`config.mk`:
```
export PLATFORM = sky130hd
export DESIGN_NAME = pc_fetch_unit
export DESIGN_NICKNAME = d
export VERILOG_FILES = /design/src/rtl/pc_pkg.sv /design/src/rtl/pc_fetch_unit.sv
export SDC_FILE = /design/constraint.sdc
export NUM_CORES = 1
export LEC_CHECK = 0
export CAP_MARGIN = 10
export CORE_MARGIN = 2
export CORE_UTILIZATION = 35
export CTS_BUF_LIST = sky130_fd_sc_hd__clkbuf_8 sky130_fd_sc_hd__clkbuf_16
export CTS_CLUSTER_SIZE = 10
export DETAILED_ROUTE_END_ITERATION = 12
export GPL_TIMING_DRIVEN = 0
export HOLD_SLACK_MARGIN = 0.08
export PLACE_DENSITY = 0.73
export SYNTH_ARGS = -nofsm -noshare
export SYNTH_HDL_FRONTEND = slang
export SYNTH_SLANG_ARGS = --single-unit
export TNS_END_PERCENT = 1
```
`constraint.sdc`:
```
create_clock -name clk -period 7.8 [get_ports clk]
set_clock_uncertainty 0.15 [all_clocks]
set_input_delay 2.34 -clock clk [delete_from_list [all_inputs] [get_ports clk]]
set_output_delay 2.34 -clock clk [all_outputs]
set_load 0.03 [all_outputs]
```
`src/rtl/pc_pkg.sv`:
```
// Shared types and default constants for the fetch-stage program counter.
package pc_pkg;

    typedef enum logic {
        BOOT = 1'b0,
        RUN  = 1'b1
    } pc_state_t;

    localparam int unsigned PC_ADDR_W       = 32;
    localparam int unsigned PC_CNT_W        = 16;
    localparam logic [31:0] PC_RESET_VECTOR = 32'h0000_0000;
    localparam logic [31:0] PC_EXC_VECTOR   = 32'h0000_0004;
    localparam int unsigned PC_STEP         = 4;
    localparam int unsigned PC_PIPE_OFFSET  = 8;

    function automatic bit is_pow2(input int unsigned v);
        return (v != 0) && ((v & (v - 1)) == 0);
    endfunction

endpackage

```
`src/rtl/pc_fetch_unit.sv`:
```
// Fetch-stage PC: sequential advance, stall, branch/exception redirect,
// valid/ready fetch handshake and a saturating accepted-fetch counter.
module pc_fetch_unit
    import pc_pkg::*;
#(
    parameter int unsigned       ADDR_W       = PC_ADDR_W,
    parameter logic [ADDR_W-1:0] RESET_VECTOR = ADDR_W'(PC_RESET_VECTOR),
    parameter logic [ADDR_W-1:0] EXC_VECTOR   = ADDR_W'(PC_EXC_VECTOR),
    parameter int unsigned       STEP         = PC_STEP,
    parameter int unsigned       PIPE_OFFSET  = PC_PIPE_OFFSET,
    parameter int unsigned       CNT_W        = PC_CNT_W
) (
    input  logic              clk,
    input  logic              rst,
    input  logic              stall_i,
    input  logic              branch_valid_i,
    input  logic [ADDR_W-1:0] branch_target_i,
    input  logic              exc_req_i,
    input  logic              imem_ready_i,
    output logic [ADDR_W-1:0] pc_o,
    output logic              pc_valid_o,
    output logic [ADDR_W-1:0] pc_plus_step_o,
    output logic [ADDR_W-1:0] pc_read_o,
    output logic              align_fault_o,
    output logic [CNT_W-1:0]  fetch_cnt_o
);

    localparam logic [ADDR_W-1:0] STEP_V     = ADDR_W'(STEP);
    localparam logic [ADDR_W-1:0] ALIGN_MASK = ADDR_W'(STEP - 1);
    localparam logic [ADDR_W-1:0] OFFSET_V   = ADDR_W'(PIPE_OFFSET);

    if (!is_pow2(STEP)) begin : g_step_chk
        $error("pc_fetch_unit: STEP must be a power of two");
    end

    pc_state_t         state_q, state_d;
    logic [ADDR_W-1:0] pc_q, pc_d;
    logic              valid_q, valid_d;
    logic              fault_q, fault_d;
    logic [CNT_W-1:0]  cnt_q, cnt_d;
    logic              accept;
    logic              redirect;

    always_ff @(posedge clk or posedge rst) begin
        if (rst) begin
            state_q <= BOOT;
            pc_q    <= RESET_VECTOR;
            valid_q <= 1'b0;
            fault_q <= 1'b0;
            cnt_q   <= '0;
        end else begin
            state_q <= state_d;
            pc_q    <= pc_d;
            valid_q <= valid_d;
            fault_q <= fault_d;
            cnt_q   <= cnt_d;
        end
    end

    // Next-state: exception > branch > accepted advance > hold.
    always_comb begin
        state_d  = state_q;
        pc_d     = pc_q;
        fault_d  = 1'b0;
        cnt_d    = cnt_q;
        accept   = valid_q & imem_ready_i & ~stall_i;
        redirect = exc_req_i | branch_valid_i;

        unique case (state_q)
            BOOT:    state_d = RUN;
            RUN:     state_d = RUN;
            default: state_d = BOOT;
        endcase

        if (exc_req_i) begin
            pc_d = EXC_VECTOR;
        end else if (branch_valid_i) begin
            pc_d    = branch_target_i & ~ALIGN_MASK;
            fault_d = |(branch_target_i & ALIGN_MASK);
        end else if (accept) begin
            pc_d = pc_q + STEP_V;
        end

        // Redirect cycles abandon the in-flight request, so they never count.
        if (accept && !redirect && (cnt_q != '1)) begin
            cnt_d = cnt_q + CNT_W'(1);
        end

        valid_d = (state_d == RUN);
    end

    assign pc_o           = pc_q;
    assign pc_valid_o     = valid_q;
    assign pc_plus_step_o = pc_q + STEP_V;
    assign pc_read_o      = pc_q + OFFSET_V;
    assign align_fault_o  = fault_q;
    assign fetch_cnt_o    = cnt_q;

endmodule

```
==> reports/qor.txt, run 1 <==
Largest cells by area after synthesis -> dfrtp_1 (30%), xnor2_1 (11%), xor2_1 (5.3%)
R2r setup slk -> 5000 ps
Static leakage -> 2.24 nW
Main synth FF type -> dfrtp_1
Final WS setup -> 1830 ps
Initial antenna violation count -> 0
Critical R2R Launch -> pc_o[2]
CP Buf/Inv Count -> 1
Yosys cell types -> 56
Total Wirelength -> 13700 um
Crit-path cells -> ha_1, nand3_2, nor4_2, nand3_1, xnor2_1, clkdlybuf4s50_1
Routed via count -> 4280
# port buffers -> 143
RSZ-0062 raised after global routing -> no
WP data arrival -> 3480 ps
CTS tree -> done
Final hold vios -> 0
Routability cong. -> 0.900
CP max stage delay -> 820 ps
Critical path required time -> 5310 ps
P per Cell Area -> 139 nW/um^2
Hold_buf cts -> 0
Synthesis-to-finish area growth -> 45.4%
Clock tree buffer depth -> 2
Pre-CTS setup slack -> 2180 ps
Part of the cycle the worst path needs -> 76.5%
Fill cell count -> 1031
MaxCap Viol Count -> 0
Commonest non-fill, non-tap cell in the layout -> clkdlybuf4s50_1
Worst VDD drop -> 0.0815 mV
Nets@finish -> 673
Status -> complete, no violations
Clk slew on worst S/H paths -> 70 ps
Post-cts gate resize count -> 0
Synth top area share -> 30.3%
Clk Latency, worst-skew pair -> 290 ps
Share of cells above drive strength 1 -> 8.53%
Vias per Instance -> 5.54
Overall power -> 0.000800 W
Total track usage -> 22.5%
CTS H-tree lvls -> 2
1st-iter DRT viols -> 253
Routed Antenna Nets -> 0
Die H -> 110 um
DIE AREA -> 12200 um^2
Worst Setup End Kind -> output port
Ys Warns -> 0
Clock tree sinks -> 48
Die Wd -> 110 um
Crit path max fanout -> 9
Largest net degree at the start of global routing -> 26
Register-to-Register Path Depth -> 5
Post-Syn Area -> 3960 um^2
Root buffer cell -> clkbuf_16
Worst Hold Depth -> 1
Max Clock Freq -> 168 MHz
IO Count -> 152
CTS buffer count -> 5
Critical path's top delay family -> simple AND/OR/NAND/NOR gates
Core Rows -> 38
Synth Instances -> 476
Crit start category -> flop
Hold_sp -> fetch_cnt_o[3]
Register area share after synthesis -> 30.3%
DR WL/cell -> 17.8 um
Slew HR -> 37.9%
Critical path's slowest cell -> nor4_2
Time the worst path needs with I/O delays and setup -> 5970 ps
Synthesized flop and latch total -> 48
Crit path kind -> flop to output port
Post-Syn Area per Cell -> 8.32 um^2
Diode count -> 0
Post-CTS Setup Bufs -> 0
Post-DP HPWL -> 10600 um
First-pass GRT wire length -> 21300 um
Vias in the first global route -> 4087
# setup viols final -> 0
Worst Hold Class -> flop to flop
Ys async rst share -> 100%
Area leader, netlist -> dfrtp_1
Least-Margin Pin Slew -> 924 ps
Hold endpoint -> fetch_cnt_o[3]
Drt drc -> 0
Initial Utilization -> 36.2%
Most frequent cells in the layout -> clkdlybuf4s50_1 (143), xnor2_1 (50), nand2_1 (48), dfrtp_1 (48), nor2_1 (34)
Fin. max-slew vios -> 0
Core Area -> 10900 um^2
GRT Residual Overflow -> 0
First drt pass iteration count -> 4
Setup TNS -> 0 ps
Capturing point of the worst reg2reg path -> pc_o[30]
Post-synth EDFFs -> 0
[worst max-delay path by stage]
stage | end | slack [ps] | cells past startpoint | start
detailed placement | pc_plus_step_o[26] | 2180 | 6 | pc_o[2]
CTS | pc_plus_step_o[26] | 1850 | 6 | pc_o[2]
global route | pc_plus_step_o[26] | 1630 | 6 | pc_o[2]
finish | pc_plus_step_o[26] | 1830 | 6 | pc_o[2]
global placement | pc_plus_step_o[26] | 2230 | 6 | pc_o[2]
floorplan | pc_plus_step_o[16] | 2920 | 5 | pc_o[2]
[cells by family (layout without fill, tap and decap cells)]
group,Yosys count,after routing,share of synthesized area (%)
buffers and inverters,64,216,7.65
AO/OA/AOI/OAI,67,67,12.6
other,2,7,0.190
adder cells (fa/ha/maj),3,3,0.948
AND/OR/NAND/NOR,213,213,30.5
multiplexers,5,5,1.39
XOR/XNOR,74,74,16.4
flip-flops,48,48,30.3
[synth_stat cells (2+ instances only)]
library cell,count
and4_1,13
nand4_2,3
o31ai_1,8
buf_2,12
buf_1,2
and3_1,8
o21a_1,2
nor2_1,34
mux2_2,4
o31a_1,3
clkbuf_1,24
nor4_1,7
dfrtp_1,48
nor3_1,20
buf_4,12
a21oi_1,11
or4_1,6
clkbuf_2,2
nand4b_1,2
conb_1,2
xor2_1,24
xnor2_1,50
nand2_1,48
nand3_1,28
inv_1,11
a2111oi_0,2
a311oi_1,10
a311o_1,2
ha_1,3
o221ai_1,3
and2_1,6
nand4_1,17
or3_1,4
a31o_2,2
a211oi_1,13
nor4_2,4
o21ai_0,6
nand2b_1,2
[through the flow]
stage / util [%] / cells / instance area [um^2] / hold slack, ps
2_1_floorplan: - / 481 / 3980 / 525
3_3_place_gp: 51.1 / 764 / 5580 / 356
6_report: 52.7 / 773 / 5760 / 372
4_1_cts: 52.7 / 773 / 5760 / 368
5_1_grt: 52.7 / 773 / 5760 / 385
3_5_place_dp: 51.2 / 765 / 5600 / 356
[state kept, by name, summed over array words and instances (netlist names)]
register / cells
align_fault_o: 1
fetch_cnt_o: 16
pc_valid_o: 1
pc_o: 30
[metal layers]
metal | up-vias | routed length, um | track usage, %
met5 | - | 0 | 0
met3 | 17 | 1190 | 4.41
met4 | 0 | 150 | 5.36
li1 | 2007 | - | -
met2 | 197 | 6320 | 36.3
met1 | 2059 | 6080 | 31.1
[report_power, final]
part           switching (W)  leakage [nW]  internal (W)
Clock               0.000101        0.0691      0.000128
Sequential         0.0000203         0.630      0.000266
Combinational       0.000167          1.54      0.000119
[layout make-up]
class,count,area (um^2),share of cell area [%]
plain buffers,52,258,4.48
inverters,12,45.0,0.782
flip-flops and latches,48,1200,20.9
clock inverters,2,15.0,0.261
clock buffers,6,139,2.41
well taps,140,175,3.04
multi-input cells,369,2470,43.0
repair buffers,144,1450,25.2
Power figures use the tool's default switching activity.
==> inputs of run 2 (changes only) <==
- PLACE_DENSITY: 0.73 -> 0.76
- clock period: 7.8 -> 4.8 ns (I/O delays scaled with it)
==> run 2 against run 1 <==
  * Count of clock-buffer cells in the layout fell by 1
  * Critical path depth unchanged
  * Global-route usage rose by 0.65 points
  * Largest cell class unchanged
  * Combinational power grew 63%
==> reports/qor.txt, run 2 (synthesis gave the netlist of run 1 again) <==
Status -> complete, no violations
Final hold vios -> 0
Vias in the first global route -> 4153
Fill cell count -> 1008
Synthesis-to-finish area growth -> 47.0%
Vias per Instance -> 5.53
Least-Margin Pin Slew -> 824 ps
# setup viols final -> 0
Clk slew on worst S/H paths -> 70 ps
IO Count -> 152
Slew HR -> 44.7%
Total track usage -> 23.1%
Routed via count -> 4276
CTS tree -> done
MaxCap Viol Count -> 0
Routability cong. -> 0.908
Overall power -> 0.00134 W
DIE AREA -> 12200 um^2
NetSw -> 0.000470 W
Post-CTS Setup Bufs -> 0
Post-route cell area -> 5820 um^2
Clock tree buffer depth -> 2
Comb pwr share -> 34.7%
Worst VDD drop -> 0.175 mV
First-pass GRT wire length -> 21800 um
Crit path max fanout -> 9
WP data arrival -> 3150 ps
# port buffers -> 143
Commonest non-fill, non-tap cell in the layout -> clkdlybuf4s50_1
Pre-CTS setup slack -> -74.3 ps
Share of power burned in the clock network -> 30.7%
Total Wirelength -> 14000 um
Diode count -> 0
GRT Residual Overflow -> 0
Post-DP HPWL -> 10700 um
First drt pass iteration count -> 5
Critical path required time -> 3210 ps
Core Rows -> 38
Hold_buf cts -> 0
Largest net degree at the start of global routing -> 26
Seq pwr share -> 34.6%
Routed Antenna Nets -> 0
Share of cells above drive strength 1 -> 9.00%
DR WL/cell -> 18.1 um
Met1 wire length -> 5960 um
P_int -> 0.000873 W
Worst Hold Class -> flop to flop
Static leakage -> 2.33 nW
Core Area -> 10900 um^2
Routed met2 length -> 6560 um
Final WS setup -> 61.9 ps
Switching Share -> 35.0%
Routed wl met3 -> 1270 um
1st-iter DRT viols -> 240
CTS buffer count -> 5
Crit start category -> flop
Clk Latency, worst-skew pair -> 290 ps
Die H -> 110 um
Time the worst path needs with I/O delays and setup -> 4740 ps
Clock tree sinks -> 48
Initial Utilization -> 36.2%
Part of the cycle the worst path needs -> 98.7%
Die Wd -> 110 um
Max Used Layer -> met4
Initial antenna violation count -> 0
Final core utilization -> 53.2%
Most frequent cells in the layout -> clkdlybuf4s50_1 (141), xnor2_1 (50), nand2_1 (48), dfrtp_1 (47), nor2_1 (33)
Nets@finish -> 673
Drt drc -> 0
Worst Setup End Kind -> output port
P per Cell Area -> 231 nW/um^2
RSZ-0062 raised after global routing -> yes
Area of placed instances -> 5600 um^2
Setup TNS -> 0 ps
Root buffer cell -> clkbuf_16
Crit path kind -> flop to output port
Fin. max-slew vios -> 0
Largest register FFs -> 30
Max Clock Freq -> 211 MHz
CTS H-tree lvls -> 2
[run 2: what timing repair did]
item	in CTS	in global routing
setup endpoints to repair	9	11
pin swaps	1	0
resized for setup	4	4
[run 2: metal layers]
| metal | vias to the layer above | track usage, % |
|---|---|---|
| met5 | - | 0 |
| met4 | 0 | 6.79 |
| met3 | 23 | 4.53 |
| met2 | 209 | 37.0 |
| met1 | 2036 | 31.7 |
| li1 | 2008 | - |
[run 2: area by class of cell]
type                       count  area, um^2  area share [%]
inverter                      12        45.0           0.774
clock buffer                   5         125            2.15
buffer                        52         258            4.43
clock inverter                 3        47.5           0.817
timing repair buffer         144        1460            25.0
tap                          140         175            3.01
multi-input combinational    369        2510            43.1
sequential                    48        1200            20.7
[run 2: power groups by stage]
stage | clock network [W] | logic [W] | registers, W
2_1_floorplan | 0 | 0.000214 | 0.000521
3_3_place_gp | 0 | 0.000456 | 0.000470
3_5_place_dp | 0 | 0.000465 | 0.000472
5_1_grt | 0.000427 | 0.000494 | 0.000469
6_report | 0.000412 | 0.000467 | 0.000465
4_1_cts | 0.000417 | 0.000468 | 0.000465
[run 2: critical path, cell delays in order (launching register included)]
cell	delay [ps]
dfrtp_2	530
ha_1	370
nand3_2	300
nor4_4	540
nand3_1	230
xnor2_1	190
clkdlybuf4s50_1	690
[run 2: final timing paths]
path	start	endpoint	slack, ps	depth (start not counted)
max	pc_o[2]	pc_plus_step_o[26]	60	6
min	fetch_cnt_o[15]	fetch_cnt_o[15]	370	1
max reg2reg	pc_o[3]	pc_o[27]	2300	6
min reg2reg	fetch_cnt_o[15]	fetch_cnt_o[15]	370	1
max in group asynchronous	rst	pc_o[3]	2590	3
min in group asynchronous	rst	pc_valid_o	1360	2
[run 2: through the flow]
step | hold slack, ps | std cells
2_1_floorplan | 525 | 481
3_3_place_gp | 357 | 764
3_5_place_dp | 355 | 765
4_1_cts | 372 | 773
5_1_grt | 384 | 773
6_report | 368 | 773
==> inputs of run 3 (changes only) <==
--- a/config.mk
+++ b/config.mk
@@ -7,4 +7,5 @@
 export LEC_CHECK = 0
 export CAP_MARGIN = 10
+export CORE_ASPECT_RATIO = 0.5
 export CORE_MARGIN = 2
 export CORE_UTILIZATION = 35
@@ -15,4 +16,5 @@
 export HOLD_SLACK_MARGIN = 0.08
 export PLACE_DENSITY = 0.76
+export SKIP_CTS_REPAIR_TIMING = 1
 export SYNTH_ARGS = -nofsm -noshare
 export SYNTH_HDL_FRONTEND = slang
==> constraint.sdc (replaced) <==
create_clock -name clk -period 4.8 [get_ports clk]
set_clock_uncertainty 0.15 [all_clocks]
set_input_delay 1.2 -clock clk [delete_from_list [all_inputs] [get_ports clk]]
set_output_delay 1.2 -clock clk [all_outputs]
set_load 0.03 [all_outputs]
==> run 3 against run 2 <==
  * Setup slack gained 210 ps
  * Combinational power hardly changed
  * Cell area is 0.17% higher
  * Clock power grew 15%
  * Critical path type unchanged
  * Critical endpoint is now pc_plus_step_o[16]
  * Largest cell class unchanged
  * Highest routed layer unchanged
==> reports/qor.txt, run 3 (synthesis gave the netlist of run 1 again) <==
Final hold vios -> 0
Clock tree sinks -> 48
Root buffer cell -> clkbuf_16
Most frequent cells in the layout -> clkdlybuf4s50_1 (143), xnor2_1 (50), nand2_1 (48), dfrtp_1 (48), nor2_1 (34)
CTS tree -> done
Fin. max-slew vios -> 0
DIE AREA -> 12200 um^2
Crit path kind -> flop to output port
P per Cell Area -> 241 nW/um^2
Hold_sp -> fetch_cnt_o[15]
CTS H-tree lvls -> 2
Commonest non-fill, non-tap cell in the layout -> clkdlybuf4s50_1
# port buffers -> 143
Worst Hold Class -> flop to flop
Part of the cycle the worst path needs -> 94.4%
1st-iter DRT viols -> 330
Vias per Instance -> 5.49
Core Area -> 11000 um^2
Vias in the first global route -> 4033
WHS -> 377 ps
Fill cell count -> 1041
Total track usage -> 22.1%
Post-DP HPWL -> 10500 um
Crit start category -> flop
Placed cell count -> 770
Die Wd -> 154 um
CTS buffer count -> 5
Routed Antenna Nets -> 0
Worst VDD drop -> 0.251 mV
Crit-path cells -> ha_1, nand3_2, nor4_2, nand3_1, xnor2_1, clkdlybuf4s50_1
RSZ-0062 raised after global routing -> no
Synthesis-to-finish area growth -> 47.2%
Crit path max fanout -> 9
Static leakage -> 2.29 nW
WP data arrival -> 3180 ps
Diode count -> 0
Initial antenna violation count -> 0
Time the worst path needs with I/O delays and setup -> 4530 ps
DR WL/cell -> 17.8 um
Routability cong. -> 0.900
Total Wirelength -> 13800 um
Critical path required time -> 3450 ps
Worst Setup End Kind -> output port
Drt drc -> 0
Max Clock Freq -> 221 MHz
Share of cells above drive strength 1 -> 8.69%
MaxCap Viol Count -> 0
Slew HR -> 45.7%
Setup TNS -> 0 ps
Clock tree buffer depth -> 2
First-pass GRT wire length -> 21400 um
GRT Residual Overflow -> 0
Critical R2R Launch -> pc_o[2]
Status -> complete, no violations
Clk Latency, worst-skew pair -> 300 ps
Nets@finish -> 673
Largest register FFs -> 30
CP max stage delay -> 680 ps
Routed via count -> 4268
Clk slew on worst S/H paths -> 70 ps
Least-Margin Pin Slew -> 808 ps
Initial Utilization -> 35.9%
Core Rows -> 27
Die H -> 79.2 um
# setup viols final -> 0
Start point of the critical path -> pc_o[2]
Critical path's slowest cell -> clkdlybuf4s50_1
Finished Layout Cells -> 778
Largest net degree at the start of global routing -> 26
First drt pass iteration count -> 4
IO Count -> 152
run 3: cell count changes in the layout (fill, tap and decap cells not counted), sizes merged:
| cell | delta |
|---|---|
| clkinv | -2 |
| inv | +1 |
| clkdlybuf4s50 | +2 |
| bufinv | +1 |
| dlymetal6s2s | -2 |
run 3: final cells by class:
cell class	count	area, um^2	share of cell area (%)
clock inverter	3	68.8	1.18
timing repair buffer	144	1450	24.9
buffer	52	258	4.42
sequential	48	1200	20.6
multi-input combinational	369	2500	42.9
clock buffer	5	125	2.15
inverter	12	45.0	0.773
tap	145	181	3.11
run 3: worst paths after layout:
check                                           to  slack [ps]  cells past startpoint
max in group asynchronous                 pc_o[14]        2820                      3
worst max-delay path            pc_plus_step_o[16]         270                      6
worst max register to register            pc_o[30]        2270                      5
worst min-delay path               fetch_cnt_o[15]         380                      1
min in group asynchronous            align_fault_o        1140                      2
worst min register to register     fetch_cnt_o[15]         380                      1
run 3: metal layers:
layer	share of wire (%)	global-route usage, %	up-vias
met5	0	0	-
met4	1.3	5.09	0
met3	5.4	3.98	16
met1	46	30.0	2097
met2	47	37.0	143
li1	-	-	2012
run 3: report_power, final:
part / leakage (nW) / total (W) / switching [W] / internal, W
registers: 0.630 / 0.000465 / 0.0000330 / 0.000432
clock network: 0.0944 / 0.000475 / 0.000173 / 0.000301
logic: 1.57 / 0.000464 / 0.000271 / 0.000193
run 3: stage by stage:
step | setup slack [ps] | utilization, % | power, W | area (um^2)
3_3_place_gp | 275 | 50.8 | 0.000927 | 5590
5_1_grt | 99.6 | 52.9 | 0.00145 | 5830
2_1_floorplan | 1060 | - | 0.000735 | 3980
4_1_cts | -83.3 | 52.7 | 0.00141 | 5800
6_report | 268 | 52.9 | 0.00140 | 5830
3_5_place_dp | 256 | 50.9 | 0.000935 | 5610
run 3: worst max-delay path: cells and delay by family, from the launching register on:
family	cells	cell delay, ps
XOR/XNOR	1	160
adder cells (fa/ha/maj)	1	370
buffers and inverters	1	680
flip-flops	1	630
AND/OR/NAND/NOR	3	1040
